--- src/rtl/alu_bist_ctrl.sv ---
// rtl/alu_bist_ctrl.sv - ALU built-in self-test controller: LFSR operands, opcode sweep, MISR signature
module alu_bist_ctrl #(
  parameter int          WIDTH         = 8,
  parameter int          SEL_W         = 4,
  parameter logic [15:0] LFSR_POLY     = 16'hB400,
  parameter logic [15:0] MISR_POLY     = 16'hB400,
  parameter logic [15:0] ZERO_SEED_SUB = 16'hACE1
) (
  input  logic             clk,
  input  logic             rst_n,
  input  logic             start,
  input  logic [15:0]      seed,
  input  logic [15:0]      vec_count,
  input  logic [15:0]      expected_sig,
  output logic [WIDTH-1:0] alu_a,
  output logic [WIDTH-1:0] alu_b,
  output logic [SEL_W-1:0] alu_sel,
  input  logic [WIDTH-1:0] alu_out,
  input  logic             carry_out,
  output logic             busy,
  output logic             done,
  output logic             pass,
  output logic [15:0]      signature
);

  typedef enum logic [1:0] {IDLE, APPLY, CAPTURE, DONE} state_t;

  state_t           state, state_nxt;
  logic [15:0]      lfsr, lfsr_nxt;
  logic [15:0]      misr, misr_nxt;
  logic [15:0]      remaining, remaining_nxt;
  logic [15:0]      exp_sig, exp_sig_nxt;
  logic [SEL_W-1:0] opcode, opcode_nxt;
  logic             busy_r, busy_nxt;
  logic             done_r, done_nxt;
  logic             pass_r, pass_nxt;

  logic [15:0]      data;
  logic [15:0]      misr_step;
  logic [15:0]      lfsr_step;

  assign data      = {{(15-WIDTH){1'b0}}, carry_out, alu_out};
  assign misr_step = ((misr >> 1) ^ (misr[0] ? MISR_POLY : 16'h0000)) ^ data;
  assign lfsr_step = (lfsr >> 1) ^ (lfsr[0] ? LFSR_POLY : 16'h0000);

  always_comb begin
    state_nxt     = state;
    lfsr_nxt      = lfsr;
    misr_nxt      = misr;
    remaining_nxt = remaining;
    exp_sig_nxt   = exp_sig;
    opcode_nxt    = opcode;
    busy_nxt      = busy_r;
    done_nxt      = done_r;
    pass_nxt      = pass_r;
    case (state)
      IDLE, DONE: begin
        if (start) begin
          lfsr_nxt      = (seed == 16'h0000) ? ZERO_SEED_SUB : seed;
          opcode_nxt    = '0;
          misr_nxt      = 16'hFFFF;
          remaining_nxt = vec_count;
          exp_sig_nxt   = expected_sig;
          if (vec_count == 16'h0000) begin
            state_nxt = DONE;
            busy_nxt  = 1'b0;
            done_nxt  = 1'b1;
            pass_nxt  = (expected_sig == 16'hFFFF);
          end else begin
            state_nxt = APPLY;
            busy_nxt  = 1'b1;
            done_nxt  = 1'b0;
            pass_nxt  = 1'b0;
          end
        end
      end
      APPLY: begin
        // operands settle through the ALU for one cycle before sampling
        state_nxt = CAPTURE;
      end
      CAPTURE: begin
        misr_nxt      = misr_step;
        lfsr_nxt      = lfsr_step;
        opcode_nxt    = opcode + SEL_W'(1);
        remaining_nxt = remaining - 16'd1;
        if (remaining == 16'd1) begin
          state_nxt = DONE;
          busy_nxt  = 1'b0;
          done_nxt  = 1'b1;
          pass_nxt  = (misr_step == exp_sig);
        end else begin
          state_nxt = APPLY;
        end
      end
      default: state_nxt = IDLE;
    endcase
  end

  always_ff @(posedge clk or negedge rst_n) begin
    if (!rst_n) begin
      state     <= IDLE;
      lfsr      <= '0;
      misr      <= '0;
      remaining <= '0;
      exp_sig   <= '0;
      opcode    <= '0;
      busy_r    <= 1'b0;
      done_r    <= 1'b0;
      pass_r    <= 1'b0;
    end else begin
      state     <= state_nxt;
      lfsr      <= lfsr_nxt;
      misr      <= misr_nxt;
      remaining <= remaining_nxt;
      exp_sig   <= exp_sig_nxt;
      opcode    <= opcode_nxt;
      busy_r    <= busy_nxt;
      done_r    <= done_nxt;
      pass_r    <= pass_nxt;
    end
  end

  assign alu_a     = lfsr[WIDTH-1:0];
  assign alu_b     = lfsr[WIDTH+7:8];
  assign alu_sel   = opcode;
  assign busy      = busy_r;
  assign done      = done_r;
  assign pass      = pass_r;
  assign signature = misr;

endmodule

--- config.mk ---
export PLATFORM = sky130hd
export DESIGN_NAME = alu_bist_ctrl
export DESIGN_NICKNAME = d
export VERILOG_FILES = /design/src/rtl/alu_bist_ctrl.sv
export SDC_FILE = /design/constraint.sdc
export NUM_CORES = 1
export LEC_CHECK = 0
export CAP_MARGIN = 20
export CORE_UTILIZATION = 35
export CTS_BUF_LIST = sky130_fd_sc_hd__clkbuf_4 sky130_fd_sc_hd__clkbuf_8
export CTS_CLUSTER_SIZE = 40
export DETAILED_ROUTE_END_ITERATION = 6
export SYNTH_ARGS = -nofsm -noshare
export SYNTH_HDL_FRONTEND = slang
export SYNTH_SLANG_ARGS = --single-unit
--- constraint.sdc ---
create_clock -name clk -period 2.3 [get_ports clk]
set_input_delay 0.46 -clock clk [delete_from_list [all_inputs] [get_ports clk]]
set_output_delay 0.46 -clock clk [all_outputs]
set_load 0.01 [all_outputs]
==> results.cfg, run 1 <==
[synth]
syn_avg_cell_area_um2 = 10.6
synth_edf_count = 0
ys_async_sr_fraction_pct = 100
synth.area.top_cells = dfrtp_1 48%, mux2_1 5.0%, mux2i_1 5.0%, xor2_1 4.6%, o22ai_1 3.6%
synth-compound-area-share_pct = 15.8
synth_cell_types = 41
synth_top_family_by_area = compound AO/OA/AOI/OAI gates
synth_top_area_cell = dfrtp_1
synth_top_area_share_pct = 48.1
synth_flop_cell = dfrtp_1
synthAdderAreaFrac_pct = 1.98
synth_xor_xnor_area_share_pct = 8.37
ys_warn_count = 0
syn_area_um2 = 3800
ys_seq_area_share_pct = 48.1
synthCells = 360
synth_seq_cells = 73
mappedNetlistNets = 426
synth_mux_area_share_pct = 10.0
synth_simple_gate_area_share_pct = 12.8

[timing]
setup-violations-final = 0
finClkSkew_ns = 0.0124
layout_setup_ws_ns = 0.112
fin_crit_sh_pct = 95.1
tightest_slew_ns = 0.434
fmax_mhz = 457
slew_headroom_pct = 71.1
period_minus_slack_ns = 2.19
rsz0062_at_grt = no
hold_viol = 0
maxSlewViolCount = 0

[finish]
area_growth_pct = 37.2
fin_nets = 529
layout-drive-gt1-share_pct = 8.12
final_cells = 604
num-fill-cells = 976
num_antenna_cells = 0

[worst_setup_path]
worstSetupEndpoint = pass
r2r-start = remaining[11]
reg2reg_slack_ns = 0.11
cp.required_ns = 2.52
worstSetupStartpoint = remaining[11]
r2r_cells = 5
crit_fanout = 4
crit_type = register to register
start_kind = register
crit_arrival_ns = 2.41
end_kind = register
r2r_end = pass

[flow_run]
drv_cap = 0

[floorplan]
die_h_um = 106
num_rows = 37
die_area_um2 = 11300
io_pins = 99
core_um2 = 10400
die_w_um = 106
initial_utilization_pct = 36.5

[clock_network]
cts_sinks = 73
clk_latency_ns = 0.34
cts_max_level = 3
cts_tree = yes
clkTransAtPathRegs_ns = 0.08
cts_resized = 0
cts_buffers = 9
cts_setup_buffers = 0
cts_root_buffer = clkbuf_8
postCtsHoldBufs = 0
clock_path_buffers = 2

[global_route]
grt_max_degree = 74
track_usage_pct = 18.1
grt_pass1_wl_um = 16100
overflow = 0
grt_pass1_vias = 3177
antenna_found_initial = 0

[pwr]
seqPwrFrac_pct = 35.2
power_frac_clock_pct = 14.4
p_int_uw = 4220
p_per_area_nw_per_um2 = 1370
leakagePower_uw = 0.00211
vdd_drop_max_v = 0.000659
switching_power_uw = 2910
switching_share_pct = 40.8
total_power_uw = 7130
comb_power_share_pct = 50.4

[detailed_routing]
via_count = 3188
wl_per_cell_um = 16.1
drtPass1Iterations = 4
drt_iter0_drc = 155
drcViolationCount = 0
wl_um = 9720
antenna_left = 0
drt-vias-per-instance = 5.28

[place]
pre_cts_ws_ns = -0.0787
hpwl_um = 6940
numPortBuffers = 98
gp_congestion = 0.810
place_inst = 588

[outcome]
status = complete, no violations

[worst_hold_path]
hold_path.class = input pin to asynchronous set/reset pin
## final cells by class
type	instances	area [um^2]	share of cell area [%]
multi-input cells	258	1880	36.0
flip-flops and latches	73	1830	35.1
repair buffers	111	1100	21.1
well taps	136	170	3.27
clock buffers	10	131	2.52
clock inverters	6	67.6	1.30
inverters	10	37.5	0.720
## layer usage
layer | routed length [um] | vias up | share of wire, % | GRT usage (%)
li1 | - | 1535 | - | -
met2 | 4690 | 89 | 48 | 29.6
met1 | 4440 | 1557 | 46 | 24.7
met3 | 493 | 7 | 5.1 | 2.82
met5 | 0 | - | 0 | 0
met4 | 95 | 0 | 0.98 | 5.36
## registers in the layout, indices dropped and copies added, names as in the netlist
register and flops:
done 1, alu_sel 4, state 2, remaining 16, signature 16, exp_sig 16, busy 1, lfsr 16
pass 1
## cells in the mapped netlist (2+ instances only)
master	n
nor2_1	17
dfrtp_1	73
o22ai_1	22
nand3_1	7
mux2i_1	19
nand4_1	6
nand2_1	30
xnor3_1	4
o22a_1	15
and3_1	4
nor3b_1	2
nor3_1	5
nor3_4	2
a21o_1	2
xnor2_1	6
o21ai_0	6
clkbuf_1	18
o21ai_1	16
mux2_1	17
a21oi_1	27
nor4_1	10
xor2_1	20
inv_1	9
ha_1	6
## metrics by stage
| step | area, um^2 | TNS [ns] | util [%] | hold slack, ns |
|---|---|---|---|---|
| floorplan | 3800 | 0 | - | 0.164 |
| global placement | 5010 | -0.0790 | 48.1 | 0.465 |
| detailed placement | 5010 | -0.0787 | 48.1 | 0.477 |
| CTS | 5210 | 0 | 50.0 | 0.161 |
| global route | 5210 | 0 | 50.0 | 0.165 |
| finish | 5210 | 0 | 50.0 | 0.137 |
## power by group through the flow
stage / combinational (uW) / sequential, uW / clock [uW]
after floorplan: 2170 / 2520 / 0
after global placement: 3580 / 2510 / 0
after detailed placement: 3630 / 2540 / 0
after CTS: 3640 / 2520 / 1050
after global routing: 3970 / 2610 / 1110
final: 3590 / 2510 / 1020
## worst min-delay path by stage
stage / from / endpoint / cells after the start
2_1_floorplan: rst_n / alu_sel[0] / 0
3_3_place_gp: busy / busy / 1
3_5_place_dp: busy / busy / 1
4_1_cts: rst_n / busy / 2
5_1_grt: rst_n / remaining[9] / 2
6_report: rst_n / remaining[9] / 2
## layout by cell type, fill, tap and decap left out, types with 7 or more instances in the layout
cell type | Yosys | final
a21oi_1 | 27 | 27
buf_4 | 0 | 11
clkbuf_8 | 0 | 9
clkdlybuf4s50_1 | 0 | 97
dfrtp_1 | 73 | 73
inv_1 | 9 | 9
mux2_1 | 17 | 17
mux2i_1 | 19 | 19
nand2_1 | 30 | 30
nand3_1 | 7 | 7
nor2_1 | 17 | 17
nor4_1 | 10 | 10
o21ai_1 | 16 | 14
o22a_1 | 15 | 15
o22ai_1 | 22 | 22
xor2_1 | 20 | 20
## kinds of logic after synthesis
kind of cell / after synthesis
adder cells (fa/ha/maj): 6
multiplexers: 36
AO/OA/AOI/OAI: 96
AND/OR/NAND/NOR: 90
XOR/XNOR: 30
buffers and inverters: 29
flip-flops: 73
## critical path, cell delays in order (launching register included)
cell and delay (ns):
dfrtp_1 0.41, or4_4 0.57, or3_4 0.36, nand4b_4 0.18, a21o_1 0.23, mux2_1 0.32
No activity file was read; power rests on OpenSTA's default activity.
==> run 2: changes to the inputs <==
==> constraint.sdc (replaced) <==
create_clock -name clk -period 2.3 [get_ports clk]
set_input_delay 0.46 -clock clk [delete_from_list [all_inputs] [get_ports clk]]
set_output_delay 0.46 -clock clk [all_outputs]
set_load 0.02 [all_outputs]
==> results of run 2 <==
Same layout as run 1 (identical final DEF). Status: complete, no violations.
Among the figures that moved: total power 7130 uW -> 7340 uW; worst IR drop on VDD 0.000659 V -> 0.000660 V
==> run 3: changes to the inputs <==
--- a/config.mk
+++ b/config.mk
@@ -6,10 +6,12 @@
 export NUM_CORES = 1
 export LEC_CHECK = 0
 export CAP_MARGIN = 20
-export CORE_UTILIZATION = 35
+export CORE_UTILIZATION = 45
 export CTS_BUF_LIST = sky130_fd_sc_hd__clkbuf_4 sky130_fd_sc_hd__clkbuf_8
 export CTS_CLUSTER_SIZE = 40
 export DETAILED_ROUTE_END_ITERATION = 6
+export PLACE_DENSITY = 0.75
+export SLEW_MARGIN = 25
 export SYNTH_ARGS = -nofsm -noshare
 export SYNTH_HDL_FRONTEND = slang
 export SYNTH_SLANG_ARGS = --single-unit
==> results.cfg, run 3 (same netlist as run 1, synthesis figures left out) <==
[outcome]
status = complete, no violations

[global_route]
antenna_found_initial = 0
grt_pass1_vias = 3075
grt_max_degree = 74
grt_pass1_wl_um = 14900
track_usage_pct = 22.1
overflow = 0

[clock_network]
cts_root_buffer = clkbuf_8
cts_tree = yes
cts_resized = 0
postCtsHoldBufs = 0
clkTransAtPathRegs_ns = 0.08
cts_buffers = 9
cts_setup_buffers = 0
clk_latency_ns = 0.35
cts_max_level = 3
clock_path_buffers = 2
cts_sinks = 73

[finish]
fin_util_pct = 63.5
final_common_cell = clkdlybuf4s50_1
num_antenna_cells = 0
final_cells = 571
layout-drive-gt1-share_pct = 7.73
final_cell_mix = 97 x clkdlybuf4s50_1, 73 x dfrtp_1, 30 x nand2_1
fin_nets = 527
area_growth_pct = 36.7

[floorplan]
initial_utilization_pct = 46.5
die_area_um2 = 8810
io_pins = 99
die_h_um = 93.9
die_w_um = 93.9
num_rows = 33
core_um2 = 8180

[detailed_routing]
wl_per_cell_um = 16.2
via_count = 3173
antenna_left = 0
drcViolationCount = 0
wl_um = 9280
drtPass1Iterations = 4
drt-vias-per-instance = 5.56
drt_iter0_drc = 116

[worst_setup_path]
crit_type = register to register
crit_arrival_ns = 2.40
start_kind = register
r2r-start = remaining[10]
reg2reg_slack_ns = 0.14
slowest_delay_ns = 0.55
end_kind = register
cp.required_ns = 2.54
crit_slowest_cell = or4_4
path_cells = or4_4 -> or3_4 -> nand4b_4 -> a21o_1 -> mux2_1
r2r_cells = 5
r2r_end = pass
crit_fanout = 5

[pwr]
p_int_uw = 4370
seqPwrFrac_pct = 33.6
switching_power_uw = 3150
p_per_area_nw_per_um2 = 1450
switching_share_pct = 41.8
power_frac_clock_pct = 16.7
vdd_drop_max_v = 0.000673
comb_power_share_pct = 49.7
leakagePower_uw = 0.00212

[place]
gp_congestion = 0.778
place_inst = 555
numPortBuffers = 98
hpwl_um = 6580

[timing]
fmax_mhz = 462
period_minus_slack_ns = 2.16
fin_crit_sh_pct = 94.0
hold_ws_ns = 0.129
setup-violations-final = 0
tightest_slew_ns = 0.580
slew_headroom_pct = 61.2
rsz0062_at_grt = no
maxSlewViolCount = 0
finClkSkew_ns = 0.00694
tns_ns = 0
hold_viol = 0

[flow_run]
drv_cap = 0

[worst_hold_path]
hold_path.class = input pin to asynchronous set/reset pin
run 3: cell types whose count changed in the layout (fill, tap and decap cells not counted), sizes merged:
cell      change
clkbuf        -1
clkinvlp      -2
inv           +1
bufinv        +2
buf           -2
run 3: worst max-delay path by stage:
| stage | start | endpoint | slack [ns] |
|---|---|---|---|
| after floorplan | remaining[11] | pass | 0.24 |
| after global placement | carry_out | pass | -0.08 |
| after detailed placement | carry_out | pass | -0.09 |
| after CTS | remaining[11] | pass | 0.13 |
| after global routing | state[0] | alu_sel[3] | 0.06 |
| final | remaining[10] | pass | 0.14 |
run 3: cell type report:
cell class,instances,area [um^2]
Clock inverter,7,125
Clock buffer,9,124
Fill cell,668,2980
Sequential cell,73,1830
Inverter,10,37.5
Tap cell,105,131
Timing Repair Buffer,109,1070
Multi-Input combinational cell,258,1880
run 3: per-stage QoR:
stage / power [uW] / area (um^2) / setup WS, ns
floorplan: 4900 / 3800 / 0.239
detailed placement: 6290 / 4940 / -0.0856
global route: 8040 / 5190 / 0.0585
global placement: 6160 / 4940 / -0.0833
CTS: 7560 / 5190 / 0.128
finish: 7520 / 5190 / 0.137
run 3: critical path: cells and delay by family, from the launching register on:
kind             cells  cell delay [ns]
flip-flops           1             0.43
multiplexers         1             0.31
AND/OR/NAND/NOR      3             1.08
AO/OA/AOI/OAI        1             0.23
run 3: metal layers:
layer,GRT usage [%],wire length [um],vias up
li1,-,-,1532
met4,6.28,100,0
met5,0,0,-
met3,4.85,415,8
met1,30.2,4370,1550
met2,35.3,4390,83
run 3: power by group through the flow:
stage / Clock (uW) / Combinational [uW] / Sequential, uW
final: 1260 / 3740 / 2520
after global routing: 1330 / 4100 / 2610
after CTS: 1280 / 3760 / 2520
after detailed placement: 0 / 3750 / 2540
after global placement: 0 / 3650 / 2520
after floorplan: 0 / 2170 / 2730
